File: src/rtl/exec_seq_pkg.sv
`timescale 1ns/1ps
// Shared definitions for the exec_sequencer block: opcode map, FSM states
// and instruction-word field positions.
package exec_seq_pkg;

    localparam int OP_LOAD    = 12;
    localparam int OP_STORE   = 13;
    localparam int OP_NOP     = 14;
    localparam int OP_HALT    = 15;
    localparam int ALU_OP_MAX = 11;

    // Least-significant bit of each field in the 32-bit instruction word
    localparam int OPC_LSB = 28;
    localparam int A1_LSB  = 23;
    localparam int A2_LSB  = 18;
    localparam int A3_LSB  = 13;

    localparam int WAIT_W = 8;

    typedef enum logic [2:0] {
        ST_IDLE,
        ST_DECODE,
        ST_READ,
        ST_EXEC,
        ST_MEM,
        ST_WB,
        ST_HALT
    } state_t;

endpackage

File: src/rtl/exec_sequencer_if.sv
`timescale 1ns/1ps
// Instruction handshake and memory request channel of the exec_sequencer.
// slave = sequencer side, master = instruction source / memory side.
interface exec_sequencer_if;

    logic        instr_valid;
    logic        instr_ready;
    logic [31:0] instr;
    logic        mem_req;
    logic        mem_we;
    logic        mem_ack;

    modport slave (
        input  instr_valid,
        input  instr,
        input  mem_ack,
        output instr_ready,
        output mem_req,
        output mem_we
    );

    modport master (
        output instr_valid,
        output instr,
        output mem_ack,
        input  instr_ready,
        input  mem_req,
        input  mem_we
    );

endinterface

File: src/rtl/exec_sequencer_decode.sv
`timescale 1ns/1ps
// seq_decode: combinational opcode classifier for the exec_sequencer.
module seq_decode
    import exec_seq_pkg::*;
#(
    parameter int OPW = 4
) (
    input  logic [OPW-1:0] opcode,
    output logic           is_alu,
    output logic           is_load,
    output logic           is_store,
    output logic           is_nop,
    output logic           is_halt
);

    always_comb begin
        is_alu   = (opcode <= OPW'(ALU_OP_MAX));
        is_load  = (opcode == OPW'(OP_LOAD));
        is_store = (opcode == OPW'(OP_STORE));
        is_nop   = (opcode == OPW'(OP_NOP));
        is_halt  = (opcode == OPW'(OP_HALT));
    end

endmodule

File: src/rtl/exec_sequencer.sv
`timescale 1ns/1ps
// exec_sequencer: multi-cycle control FSM sequencing one instruction through
// register file, ALU and memory. Define EXEC_SEQ_PERF_EN for retired/stall counters.
module exec_sequencer
    import exec_seq_pkg::*;
#(
    parameter int MEM_TIMEOUT = 15,
    parameter int OPW         = 4,
    parameter int AW          = 5
) (
    input  logic           clk,
    input  logic           rst_n,
    exec_sequencer_if.slave bus,
    output logic [AW-1:0]  rf_addr1,
    output logic [AW-1:0]  rf_addr2,
    output logic [AW-1:0]  rf_addr3,
    output logic           rf_read,
    output logic           rf_write,
    output logic           wb_sel,
    output logic [OPW-1:0] alu_opcode,
    output logic           alu_en,
    input  logic [3:0]     alu_flag,
    output logic [3:0]     flag_reg,
    output logic           halted,
    output logic           mem_err
`ifdef EXEC_SEQ_PERF_EN
    ,
    output logic [15:0]    retired_cnt,
    output logic [15:0]    stall_cnt
`endif
);

    localparam logic [WAIT_W-1:0] WAIT_LAST = WAIT_W'(MEM_TIMEOUT - 1);

    state_t              state;
    logic [WAIT_W-1:0]   wait_cnt;
    logic                is_alu, is_load, is_store, is_nop, is_halt;
    logic                unused_instr_bits;

    assign unused_instr_bits = ^bus.instr[A3_LSB-1:0];

    // Classification works on the latched opcode, which doubles as alu_opcode
    seq_decode #(.OPW(OPW)) u_decode (
        .opcode   (alu_opcode),
        .is_alu   (is_alu),
        .is_load  (is_load),
        .is_store (is_store),
        .is_nop   (is_nop),
        .is_halt  (is_halt)
    );

    always_ff @(posedge clk or negedge rst_n) begin
        if (!rst_n) begin
            state           <= ST_IDLE;
            wait_cnt        <= '0;
            bus.instr_ready <= 1'b1;
            bus.mem_req     <= 1'b0;
            bus.mem_we      <= 1'b0;
            rf_addr1        <= '0;
            rf_addr2        <= '0;
            rf_addr3        <= '0;
            rf_read         <= 1'b0;
            rf_write        <= 1'b0;
            wb_sel          <= 1'b0;
            alu_opcode      <= '0;
            alu_en          <= 1'b0;
            flag_reg        <= '0;
            halted          <= 1'b0;
            mem_err         <= 1'b0;
        end else begin
            // Strobes are one-cycle unless a state explicitly re-asserts them
            bus.instr_ready <= 1'b0;
            bus.mem_req     <= 1'b0;
            rf_read         <= 1'b0;
            rf_write        <= 1'b0;
            alu_en          <= 1'b0;
            case (state)
                ST_IDLE: begin
                    if (bus.instr_valid) begin
                        alu_opcode <= bus.instr[OPC_LSB +: OPW];
                        rf_addr1   <= bus.instr[A1_LSB +: AW];
                        rf_addr2   <= bus.instr[A2_LSB +: AW];
                        rf_addr3   <= bus.instr[A3_LSB +: AW];
                        state      <= ST_DECODE;
                    end else begin
                        bus.instr_ready <= 1'b1;
                    end
                end
                ST_DECODE: begin
                    if (is_nop) begin
                        state           <= ST_IDLE;
                        bus.instr_ready <= 1'b1;
                    end else if (is_halt) begin
                        state  <= ST_HALT;
                        halted <= 1'b1;
                    end else begin
                        state   <= ST_READ;
                        rf_read <= 1'b1;
                    end
                end
                ST_READ: begin
                    if (is_alu) begin
                        state  <= ST_EXEC;
                        alu_en <= 1'b1;
                    end else begin
                        state       <= ST_MEM;
                        bus.mem_req <= 1'b1;
                        bus.mem_we  <= is_store;
                        wait_cnt    <= '0;
                    end
                end
                ST_EXEC: begin
                    flag_reg <= alu_flag;
                    wb_sel   <= 1'b0;
                    rf_write <= (rf_addr1 != '0);
                    state    <= ST_WB;
                end
                ST_MEM: begin
                    // An ack in the final allowed cycle still wins over the timeout
                    if (bus.mem_ack) begin
                        if (is_load) begin
                            state    <= ST_WB;
                            wb_sel   <= 1'b1;
                            rf_write <= (rf_addr1 != '0);
                        end else begin
                            state           <= ST_IDLE;
                            bus.instr_ready <= 1'b1;
                        end
                    end else if (wait_cnt == WAIT_LAST) begin
                        state           <= ST_IDLE;
                        mem_err         <= 1'b1;
                        bus.instr_ready <= 1'b1;
                    end else begin
                        bus.mem_req <= 1'b1;
                        wait_cnt    <= wait_cnt + 1'b1;
                    end
                end
                ST_WB: begin
                    state           <= ST_IDLE;
                    bus.instr_ready <= 1'b1;
                end
                ST_HALT: begin
                    state <= ST_HALT;
                end
                default: begin
                    state           <= ST_IDLE;
                    bus.instr_ready <= 1'b1;
                end
            endcase
        end
    end

`ifdef EXEC_SEQ_PERF_EN
    logic retire, stall;

    assign retire = (state == ST_WB)
                  || (state == ST_MEM && bus.mem_ack && is_store)
                  || (state == ST_DECODE && is_nop);
    assign stall  = (state == ST_MEM) && !bus.mem_ack;

    always_ff @(posedge clk or negedge rst_n) begin
        if (!rst_n) begin
            retired_cnt <= '0;
            stall_cnt   <= '0;
        end else begin
            if (retire) retired_cnt <= retired_cnt + 16'd1;
            if (stall)  stall_cnt   <= stall_cnt + 16'd1;
        end
    end
`endif

endmodule

File: src/flat_wrapper.sv
// flat-port wrapper written by rule: the top's interface ports become plain ports
module exec_sequencer_flat import exec_seq_pkg::*;
#(
    parameter int MEM_TIMEOUT = 15,
    parameter int OPW         = 4,
    parameter int AW          = 5
)
  (clk, rst_n, rf_addr1, rf_addr2, rf_addr3, rf_read, rf_write, wb_sel, alu_opcode, alu_en, alu_flag, flag_reg, halted, mem_err, bus_instr_valid, bus_instr, bus_mem_ack, bus_instr_ready, bus_mem_req, bus_mem_we);
  exec_sequencer_if bus_i ();
  input  logic clk;
  input  logic rst_n;
  output logic [AW-1:0] rf_addr1;
  output logic [AW-1:0] rf_addr2;
  output logic [AW-1:0] rf_addr3;
  output logic rf_read;
  output logic rf_write;
  output logic wb_sel;
  output logic [OPW-1:0] alu_opcode;
  output logic alu_en;
  input  logic [3:0] alu_flag;
  output logic [3:0] flag_reg;
  output logic halted;
  output logic mem_err;
  input wire logic [$bits(bus_i.instr_valid)-1:0] bus_instr_valid;
  input wire logic [$bits(bus_i.instr)-1:0] bus_instr;
  input wire logic [$bits(bus_i.mem_ack)-1:0] bus_mem_ack;
  output wire logic [$bits(bus_i.instr_ready)-1:0] bus_instr_ready;
  output wire logic [$bits(bus_i.mem_req)-1:0] bus_mem_req;
  output wire logic [$bits(bus_i.mem_we)-1:0] bus_mem_we;
  assign bus_i.instr_valid = bus_instr_valid;
  assign bus_i.instr = bus_instr;
  assign bus_i.mem_ack = bus_mem_ack;
  assign bus_instr_ready = bus_i.instr_ready;
  assign bus_mem_req = bus_i.mem_req;
  assign bus_mem_we = bus_i.mem_we;
  exec_sequencer #(.MEM_TIMEOUT(MEM_TIMEOUT), .OPW(OPW), .AW(AW)) u_core (.clk(clk), .rst_n(rst_n), .bus(bus_i), .rf_addr1(rf_addr1), .rf_addr2(rf_addr2), .rf_addr3(rf_addr3), .rf_read(rf_read), .rf_write(rf_write), .wb_sel(wb_sel), .alu_opcode(alu_opcode), .alu_en(alu_en), .alu_flag(alu_flag), .flag_reg(flag_reg), .halted(halted), .mem_err(mem_err));
endmodule
File: config.mk
export PLATFORM = sky130hd
export DESIGN_NAME = exec_sequencer_flat
export DESIGN_NICKNAME = d
export VERILOG_FILES = /design/src/rtl/exec_seq_pkg.sv /design/src/rtl/exec_sequencer_if.sv /design/src/rtl/exec_sequencer_decode.sv /design/src/rtl/exec_sequencer.sv /design/src/flat_wrapper.sv
export SDC_FILE = /design/constraint.sdc
export NUM_CORES = 1
export LEC_CHECK = 0
export BUFFER_PORTS_ARGS = -buffer_cell sky130_fd_sc_hd__buf_4
export CORE_MARGIN = 5
export CORE_UTILIZATION = 25
export DETAILED_ROUTE_END_ITERATION = 8
export GPL_TIMING_DRIVEN = 0
export PLACE_DENSITY_LB_ADDON = 0.2
export SYNTH_ARGS = -nofsm -noshare
export SYNTH_HDL_FRONTEND = slang
export SYNTH_SLANG_ARGS = --single-unit
File: constraint.sdc
create_clock -name clk -period 2.49 [get_ports clk]
set_input_delay 0.498 -clock clk [delete_from_list [all_inputs] [get_ports clk]]
set_output_delay 0.498 -clock clk [all_outputs]
set_load 0.02 [all_outputs]
==> results of run 1 <==
[metal layers]
| layer | GRT usage (%) | share of wire [%] | vias up |
|---|---|---|---|
| met2 | 16.7 | 46 | 43 |
| met4 | 2.84 | 1.2 | 0 |
| met1 | 12.7 | 45 | 697 |
| li1 | - | - | 706 |
| met5 | 0 | 0 | - |
| met3 | 4.39 | 8.2 | 6 |
[path summary, 6_finish.rpt]
path	slack, ns	cells past startpoint	from	endpoint
hold reg to reg	0.47	1	u_core.mem_err	u_core.mem_err
setup reg to reg	0.53	5	u_core.state[2]	u_core.rf_addr2[0]
setup / recovery	0.53	5	u_core.state[2]	u_core.rf_addr2[0]
max in group asynchronous	1.91	1	rst_n	u_core.state[1]
min in group clk	0.42	2	bus_instr[16]	u_core.rf_addr3[3]
hold / removal	0.19	1	rst_n	u_core.wait_cnt[4]
[power by group]
group	internal, mW	leakage, nW	switching (mW)
registers	1.03	0.529	0.259
logic	0.768	0.610	0.816
clock network	0.218	0.0470	0.245
total	2.01	1.19	1.32
[kinds of logic after synthesis]
logic type / Yosys count / share of synthesized area (%)
AND/OR/NAND/NOR: 43 / 14.0
flip-flops: 43 / 54.9
adder cells (fa/ha/maj): 2 / 1.28
buffers and inverters: 12 / 3.19
multiplexers: 29 / 16.3
AO/OA/AOI/OAI: 29 / 10.4
[critical path: stages (launching register included)]
cell     delay [ns]
dfrtp_1        0.39
or2_2          0.31
nor3b_1        0.21
buf_2          0.28
buf_2          0.30
mux2_2         0.36
[placed cells by master (no fill, tap or decap), types with 4 or more instances in the layout]
| cell type | n |
|---|---|
| o21ai_0 | 11 |
| nand2_1 | 6 |
| clkbuf_8 | 6 |
| mux2_2 | 23 |
| inv_1 | 4 |
| clkbuf_1 | 4 |
| mux2i_1 | 6 |
| buf_4 | 58 |
| nand3_1 | 4 |
| nor2_1 | 5 |
| dfrtp_1 | 42 |
[final cells by class]
cell class	instances	area [um^2]
tap	102	128
fill	805	5070
inverter	4	15.0
buffer	8	47.5
clock buffer	6	82.6
timing repair buffer	58	435
sequential	43	1080
clock inverter	1	5.00
multi-input combinational	103	822
==> results_dict.tcl, run 1 <==
set metrics [dict create \
    status "complete, no violations" \
    synth_most_common_cell "dfrtp_1" \
    die_area_um2 9720 \
    setup_ws_ns 0.527 \
    synth_top_cells_by_count "dfrtp_1 (42), mux2_2 (23), o21ai_0 (11)" \
    io_buffers 58 \
    post_cts_buffers 0 \
    cts_buffer_depth 2 \
    start_util_pct 25.5 \
    grt_max_degree 44 \
    maxCapViolCount 0 \
    cts_root_buffer "clkbuf_8" \
    synth_fp_nets 200 \
    pre_cts_ws_ns 0.513 \
    criticalPathCategory "flip-flop to flip-flop" \
    fin_area_um2 2610 \
    via_per_inst 4.47 \
    antenna_found_initial 0 \
    final_nets 265 \
    yosysWarningCount 0 \
    placed_area_um2 2520 \
    end_kind "flip-flop" \
    finalNonFillerCells 325 \
    crit_arrival_ns 2.15 \
    routed_wl_mm 4.78 \
    drt_iter0_markers 64 \
    p_per_area_nw_per_um2 1280 \
    whs_ns 0.192 \
    finalCritPeriodShare_pct 78.8 \
    synth_edf_count 0 \
    synthFlopType "dfrtp_1" \
    slew_violations 0 \
    startpoint_type "flip-flop" \
    final_util_pct 34.0 \
    max_freq_mhz 510 \
    grt_pass1_wl_mm 8.19 \
    setup_viol 0 \
    yosysSeqAreaShare_pct 54.9 \
    gp_congestion 0.694 \
    layout_min_cycle_time_ns 1.96 \
    ys_top_cells_by_area "dfrtp_1 (54%), mux2_2 (13%), mux2i_1 (3.1%), o21ai_0 (2.8%), dfstp_2 (1.3%)" \
    hold_violations 0 \
    area_growth_pct 33.2 \
    largest_register_ffs 8 \
    cts_max_level 2 \
    skew_ns 0.00539 \
    grt.total_usage_pct 10.3 \
    syn_area_per_cell_um2 12.4 \
    routedWlPerCell_um 14.7 \
    grt-ovfl-total 0 \
    die_x_um 98.6 \
    crit_required_ns 2.68 \
    netlist_instances 158 \
    regMostFlops "u_core.wait_cnt" \
    peakVddDrop_uv 576 \
    tns_ns 0 \
    synth_top_area_share_pct 53.6 \
    slew_headroom_pct 49.0 \
    first_pass_iters 3 \
    power_mw 3.33 \
    yosysTopAreaCell "dfrtp_1" \
    hpwl_mm 3.49 \
    p_leak_nw 1.19 \
    ys_types 42 \
    cts_resized 0 \
    drive_gt1_share_pct 47.1 \
    ys_seq_elements 43 \
    syn_area_um2 1960 \
    holdBufCountCts 0 \
    crit_fanout 10 \
    core_area_um2 7690 \
    hp-class "input pin to async pin" \
    drc 0 \
    cts-buffers-inserted 5 \
    dp_cells 318 \
    rows 32 \
    ios 72 \
    cts_sinks 43 \
    rsz0062_at_grt "no" \
    drtAntennaViolNets 0 \
    clkSlewWorstSetupHoldPaths_ns 0.08 \
    die_height_um 98.6 \
    clock_latency_ns 0.30 \
    async_flop_share_pct 100 \
    tightest_slew_ns 0.755 \
    grt_pass1_vias 1684 \
    diodes 0 \
    cts_tree "done" \
    vias 1452 \
]
No activity file was read; power rests on OpenSTA's default activity.
==> inputs of run 2 (changes only) <==
ABC_AREA = 1   (was default)
clock period = 1.91 ns   (was 2.49 ns; I/O delays follow)
==> run 2 against run 1 <==
Combinational power rose by 6%. Cell area rose by 0.81%. Sequential power up 15%. Synthesized cell count rose by 52%. Area after synthesis is the same. Count of clock-buffer cells in the layout is 1 lower. Critical path depth rose by 2. Routed wire length rose by 0.59%. Global-route usage rose by 0.087 points. Sequential share of layout area decreased by 0.33 points. Critical endpoint is now u_core.wait_cnt[6]. Highest routed layer unchanged.
==> results_dict.tcl, run 2 <==
set metrics [dict create \
    synth_top_cells_by_count "nand2_1 (83), dfrtp_1 (42), nand3_1 (33)" \
    diodes 0 \
    p_per_area_nw_per_um2 1470 \
    hp-class "input pin to async pin" \
    seq_area_um2 1080 \
    syn_area_um2 1960 \
    criticalPathCategory "flip-flop to flip-flop" \
    startpoint_type "flip-flop" \
    routedWlPerCell_um 11.8 \
    cts_tree "done" \
    yosysTopAreaCell "dfrtp_1" \
    power_mw 3.88 \
    multiInputGateArea_um2 764 \
    clkSlewWorstSetupHoldPaths_ns 0.09 \
    layout_common_cells "nand2_1 (83), buf_4 (58), dfrtp_1 (42)" \
    rows 32 \
    post_cts_buffers 0 \
    cts-buffers-inserted 5 \
    finalCritPeriodShare_pct 76.9 \
    nFillCells 836 \
    grt_pass1_wl_mm 8.33 \
    path_cells "inv_1, ha_1, nand3_1, o21ai_2, nand2_2, nand2_1, nand2_1" \
    core_area_um2 7690 \
    drt_iter0_markers 52 \
    critical-path-slowest-cell "dfrtp_1" \
    cts_buffer_depth 2 \
    die_area_um2 9720 \
    skew_ns 0.00722 \
    synth_edf_count 0 \
    slew_headroom_pct 63.5 \
    hpwl_mm 3.58 \
    hold_violations 0 \
    p_seq_share_pct 38.1 \
    crit_fanout 7 \
    synth_most_common_cell "nand2_1" \
    final_common_cell "nand2_1" \
    power_switching_mw 1.57 \
    drive_gt1_share_pct 24.9 \
    yosysSeqAreaShare_pct 54.9 \
    clock_latency_ns 0.30 \
    grt_max_degree 44 \
    yosysWarningCount 0 \
    p_int_mw 2.30 \
    cpPeakStageDelay_ns 0.45 \
    setup_viol 0 \
    first_pass_iters 4 \
    start_util_pct 25.5 \
    final_nets 346 \
    syn_area_per_cell_um2 8.17 \
    ys_types 25 \
    synth_top_area_share_pct 53.6 \
    grt_pass1_vias 1769 \
    holdBufCountCts 0 \
    crit_arrival_ns 1.66 \
    antenna_found_initial 0 \
    synthFlopType "dfrtp_1" \
    die_height_um 98.6 \
    area_growth_pct 34.2 \
    critPathMostFrequentCell "nand2_1" \
    async_flop_share_pct 100 \
    slew_violations 0 \
    pwr-share-clk_pct 18.9 \
    grt-ovfl-total 0 \
    maxCapViolCount 0 \
    combPwrFrac_pct 43.0 \
    drc 0 \
    ys_top_cells_by_area "dfrtp_1 (54%), nand2_1 (16%), nand3_1 (8.4%), nor2_1 (4.0%), inv_1 (3.8%)" \
    peakVddDrop_uv 703 \
    routed_wl_mm 4.81 \
    cts_max_level 2 \
    ys_seq_elements 43 \
    netlist_instances 240 \
    layout_min_cycle_time_ns 1.47 \
    regMostFlops "u_core.wait_cnt" \
    drtAntennaViolNets 0 \
    rsz0062_at_grt "no" \
    cts_root_buffer "clkbuf_8" \
    tightest_slew_ns 0.548 \
    tns_ns 0 \
    vias 1719 \
    die_x_um 98.6 \
    gp_congestion 0.779 \
    grt.total_usage_pct 10.4 \
    p_leak_nw 1.36 \
    via_per_inst 4.22 \
    ios 72 \
    synth_fp_nets 282 \
    cts_resized 0 \
    end_kind "flip-flop" \
    status "complete, no violations" \
    cts_sinks 43 \
    p_sw_share_pct 40.6 \
    max_freq_mhz 681 \
    io_buffers 57 \
    largest_register_ffs 8 \
    crit_required_ns 2.10 \
]
==> run 2: cell types whose count changed after synthesis, moves of 3 or more <==
cell	delta
nand2_1	+77
nand3_1	+29
mux2i_1	-6
inv_1	+16
a21oi_1	+4
nor3_1	+3
nor2_1	+16
mux2_2	-23
o21ai_0	-6
nand2b_1	-3
==> run 2: cell families (layout without fill, tap and decap cells) <==
family                     Yosys count  in the layout  synth area share [%]
AOI/OAI and AO/OA                   15             15                  4.15
DFF                                 43             43                  54.9
and+or+nand+nor                    150            150                  32.7
adders and majority gates            2              2                  1.28
xor gates and xnor gates             2              2                 0.893
buffers and inverters               28             93                  6.12
==> run 2: layout make-up <==
class                           count  share of cell area (%)
Clock inverter                      3                    1.81
Timing Repair Buffer               57                    16.2
Sequential cell                    43                    40.9
Tap cell                          102                    4.85
Clock buffer                        5                    2.61
Buffer                              8                    1.71
Inverter                           20                    2.85
Multi-Input combinational cell    169                    29.0
==> run 2: power groups by stage <==
stage | Combinational (mW) | Clock, mW | Sequential, mW
floorplan | 0.648 | 0 | 1.82
global placement | 1.70 | 0 | 1.49
detailed placement | 1.71 | 0 | 1.49
CTS | 1.71 | 0.770 | 1.48
global route | 1.88 | 0.802 | 1.52
finish | 1.67 | 0.734 | 1.48
==> run 2: stage by stage <==
stage,utilization [%],hold slack [ns],instance area [um^2],worst slack [ns],cells
after global routing,34.3,0.116,2630,0.198,407
after global placement,32.7,0.424,2520,0.453,399
after detailed placement,32.7,0.424,2520,0.439,399
final,34.3,0.0706,2630,0.442,407
after CTS,34.3,0.0859,2630,0.417,407
after floorplan,-,0.0864,1960,0.647,240
==> run 2: routing by layer <==
layer	track usage (%)	share of wire [%]	up-vias
met2	16.0	43	50
li1	-	-	890
met5	0	0	-
met4	2.84	0.79	0
met1	13.4	47	774
met3	4.53	8.5	5
==> run 2: path summary, 6_finish.rpt <==
kind | cells after the start | end | from | slack [ns]
max in group asynchronous | 1 | u_core.alu_opcode[3] | rst_n | 1.47
worst min-delay path | 1 | u_core.wait_cnt[4] | rst_n | 0.07
min in group clk | 3 | u_core.flag_reg[1] | alu_flag[1] | 0.28
worst min register to register | 2 | u_core.mem_err | u_core.mem_err | 0.47
worst max register to register | 7 | u_core.wait_cnt[6] | u_core.wait_cnt[0] | 0.44
worst max-delay path | 7 | u_core.wait_cnt[6] | u_core.wait_cnt[0] | 0.44
==> run 2: worst max-delay path, delay by kind of cell (launching register included) <==
family,cells,cell delay [ns]
compound gates,1,0.25
fa+ha+maj,1,0.15
simple gates,4,0.43
buf+inv,1,0.08
flops,1,0.45
==> inputs of run 3 (changes only) <==
ABC_AREA = 0   (was 1)
clock period = 1.4 ns   (was 1.91 ns; I/O delays follow)
==> run 3 against run 2 <==
Cell area grew 9.2%. Register-to-register slack worse by 0.84 ns. Critical path type unchanged. Highest routed layer unchanged. Count of clock-buffer cells in the layout stayed put. Sequential power increased by 57%. Total power increased by 68%. Global-route usage up 0.090 points. Critical path depth decreased by 2. Combinational power is 92% higher. Routed wire length up 1.4%. Worst hold slack improved by 0.14 ns. Fmax is 18% lower. The run now ends with setup timing left. Largest power group unchanged.
==> results_dict.tcl, run 3 (synthesized netlist as in run 1, its figures left out) <==
set metrics [dict create \
    tns_ns -8.25 \
    power_switching_mw 2.47 \
    path_cells "buf_6, or4b_4, buf_8, or4_1, a21boi_1" \
    grt_max_degree 44 \
    tightest_slew_ns 0.568 \
    final_common_cell "buf_4" \
    dp_cells 318 \
    cts_buffer_depth 2 \
    nFillCells 781 \
    final_nets 274 \
    p_sw_share_pct 38.0 \
    placed_area_um2 2550 \
    cts_max_level 2 \
    gp_congestion 0.711 \
    io_buffers 58 \
    r2r-end "u_core.wait_cnt[5]" \
    fin_area_um2 2880 \
    power_mw 6.50 \
    hold_start "bus_instr[16]" \
    die_x_um 98.6 \
    core_area_um2 7690 \
    finalNonFillerCells 334 \
    routedWlPerCell_um 14.6 \
    drive_gt1_share_pct 53.4 \
    multiInputGateArea_um2 920 \
    whs_path_depth 2 \
    setup_viol 32 \
    crit_arrival_ns 2.02 \
    antenna_found_initial 0 \
    hpwl_mm 3.45 \
    p_per_area_nw_per_um2 2260 \
    critical_path.top_delay_family "simple AND/OR/NAND/NOR gates" \
    cts_sinks 43 \
    finalCritPeriodShare_pct 128 \
    max_freq_mhz 556 \
    clock_latency_ns 0.30 \
    startpoint_type "flip-flop" \
    crit_required_ns 1.62 \
    grt-ovfl-total 0 \
    grt_pass1_vias 1716 \
    grt.total_usage_pct 10.5 \
    layout_min_cycle_time_ns 1.80 \
    end_kind "flip-flop" \
    largest_register_ffs 8 \
    die_height_um 98.6 \
    combPwrFrac_pct 49.4 \
    drt_iter0_markers 42 \
    cpPeakStageDelay_ns 0.49 \
    start_util_pct 25.5 \
    p_seq_share_pct 35.8 \
    worst_hold_path.endpoint "u_core.rf_addr3[3]" \
    path_buf_inv 2 \
    critical-path-slowest-cell "or4b_4" \
    drtAntennaViolNets 0 \
    rows 32 \
    timing.rr.start "u_core.state[0]" \
    area_growth_pct 46.6 \
    routed_wl_mm 4.87 \
    ios 72 \
    hp-class "input pin to flip-flop" \
    die_area_um2 9720 \
    via_per_inst 4.57 \
    reg2regPathDepth 5 \
    clkSlewWorstSetupHoldPaths_ns 0.09 \
    cts_root_buffer "clkbuf_8" \
    pwr-share-clk_pct 14.7 \
    cts-buffers-inserted 5 \
    diodes 0 \
    status "finished with violations" \
    vias 1527 \
    pre_cts_ws_ns -0.450 \
    cts_tree "done" \
    slew_headroom_pct 62.1 \
    hold_violations 0 \
    whs_ns 0.207 \
    peakVddDrop_uv 1060 \
    seq_area_um2 1080 \
    first_pass_iters 4 \
    violations "setup timing" \
    cp_num_cells 5 \
    setup_ws_ns -0.397 \
    slew_violations 0 \
    p_int_mw 4.03 \
    regMostFlops "u_core.wait_cnt" \
    rsz0062_at_grt "yes" \
    layout_common_cells "buf_4 (64), dfrtp_1 (42), mux2_2 (23)" \
    final_util_pct 37.4 \
    p_leak_nw 1.29 \
    grt_pass1_wl_mm 8.38 \
    drc 0 \
    criticalPathCategory "flip-flop to flip-flop" \
    crit_fanout 6 \
    crit_start "u_core.state[0]" \
    skew_ns 0.0121 \
    maxCapViolCount 0 \
    rrSetupSlack_ns -0.40 \
]
[run 3: changes by cell type in the layout (fill, tap and decap cells not counted), moves of 6 or more]
cell and change:
nand2_1 -77, nand3_1 -29, mux2_2 +23, inv_1 -16, nor2_1 -16, buf_4 +6
mux2i_1 +6
[run 3: worst max-delay path by stage]
stage	end	slack [ns]
final	u_core.wait_cnt[5]	-0.40
after floorplan	u_core.wait_cnt[5]	-0.35
after global placement	u_core.wait_cnt[4]	-0.42
after global routing	u_core.wait_cnt[5]	-0.46
after CTS	u_core.wait_cnt[5]	-0.43
after detailed placement	u_core.wait_cnt[4]	-0.45
[run 3: layout make-up]
| class | count | area share [%] |
|---|---|---|
| Multi-Input combinational cell | 103 | 32.0 |
| Clock inverter | 2 | 1.30 |
| Tap cell | 102 | 4.44 |
| Buffer | 7 | 2.65 |
| Clock buffer | 5 | 2.39 |
| Inverter | 4 | 0.522 |
| Sequential cell | 43 | 37.5 |
| Timing Repair Buffer | 68 | 19.3 |
[run 3: metal layers]
layer	vias up	track usage [%]	routed length [um]
met5	-	0	0
met4	0	2.21	46
met3	5	4.03	330
met2	44	16.8	2380
met1	750	13.6	2120
li1	728	-	-
[run 3: repair_timing]
action	CTS	global route
gates cloned	1	0
gates resized for setup	17	10
endpoints found under the hold margin	26	0
hold buffers	1	0
pin swaps	5	2
setup endpoints to repair	35	38
setup buffers	6	2
[run 3: power by group through the flow]
stage          Combinational, mW  Clock, mW  Sequential, mW
2_1_floorplan               1.27          0            2.78
3_3_place_gp                2.91          0            2.31
3_5_place_dp                2.91          0            2.33
4_1_cts                     3.20      0.987            2.32
5_1_grt                     3.49       1.04            2.45
6_report                    3.21      0.957            2.33
[run 3: worst reg2reg max path, cell delays in order (launching register included)]
cell	delay, ns
dfrtp_1	0.39
buf_6	0.12
or4b_4	0.49
buf_8	0.15
or4_1	0.46
a21boi_1	0.13
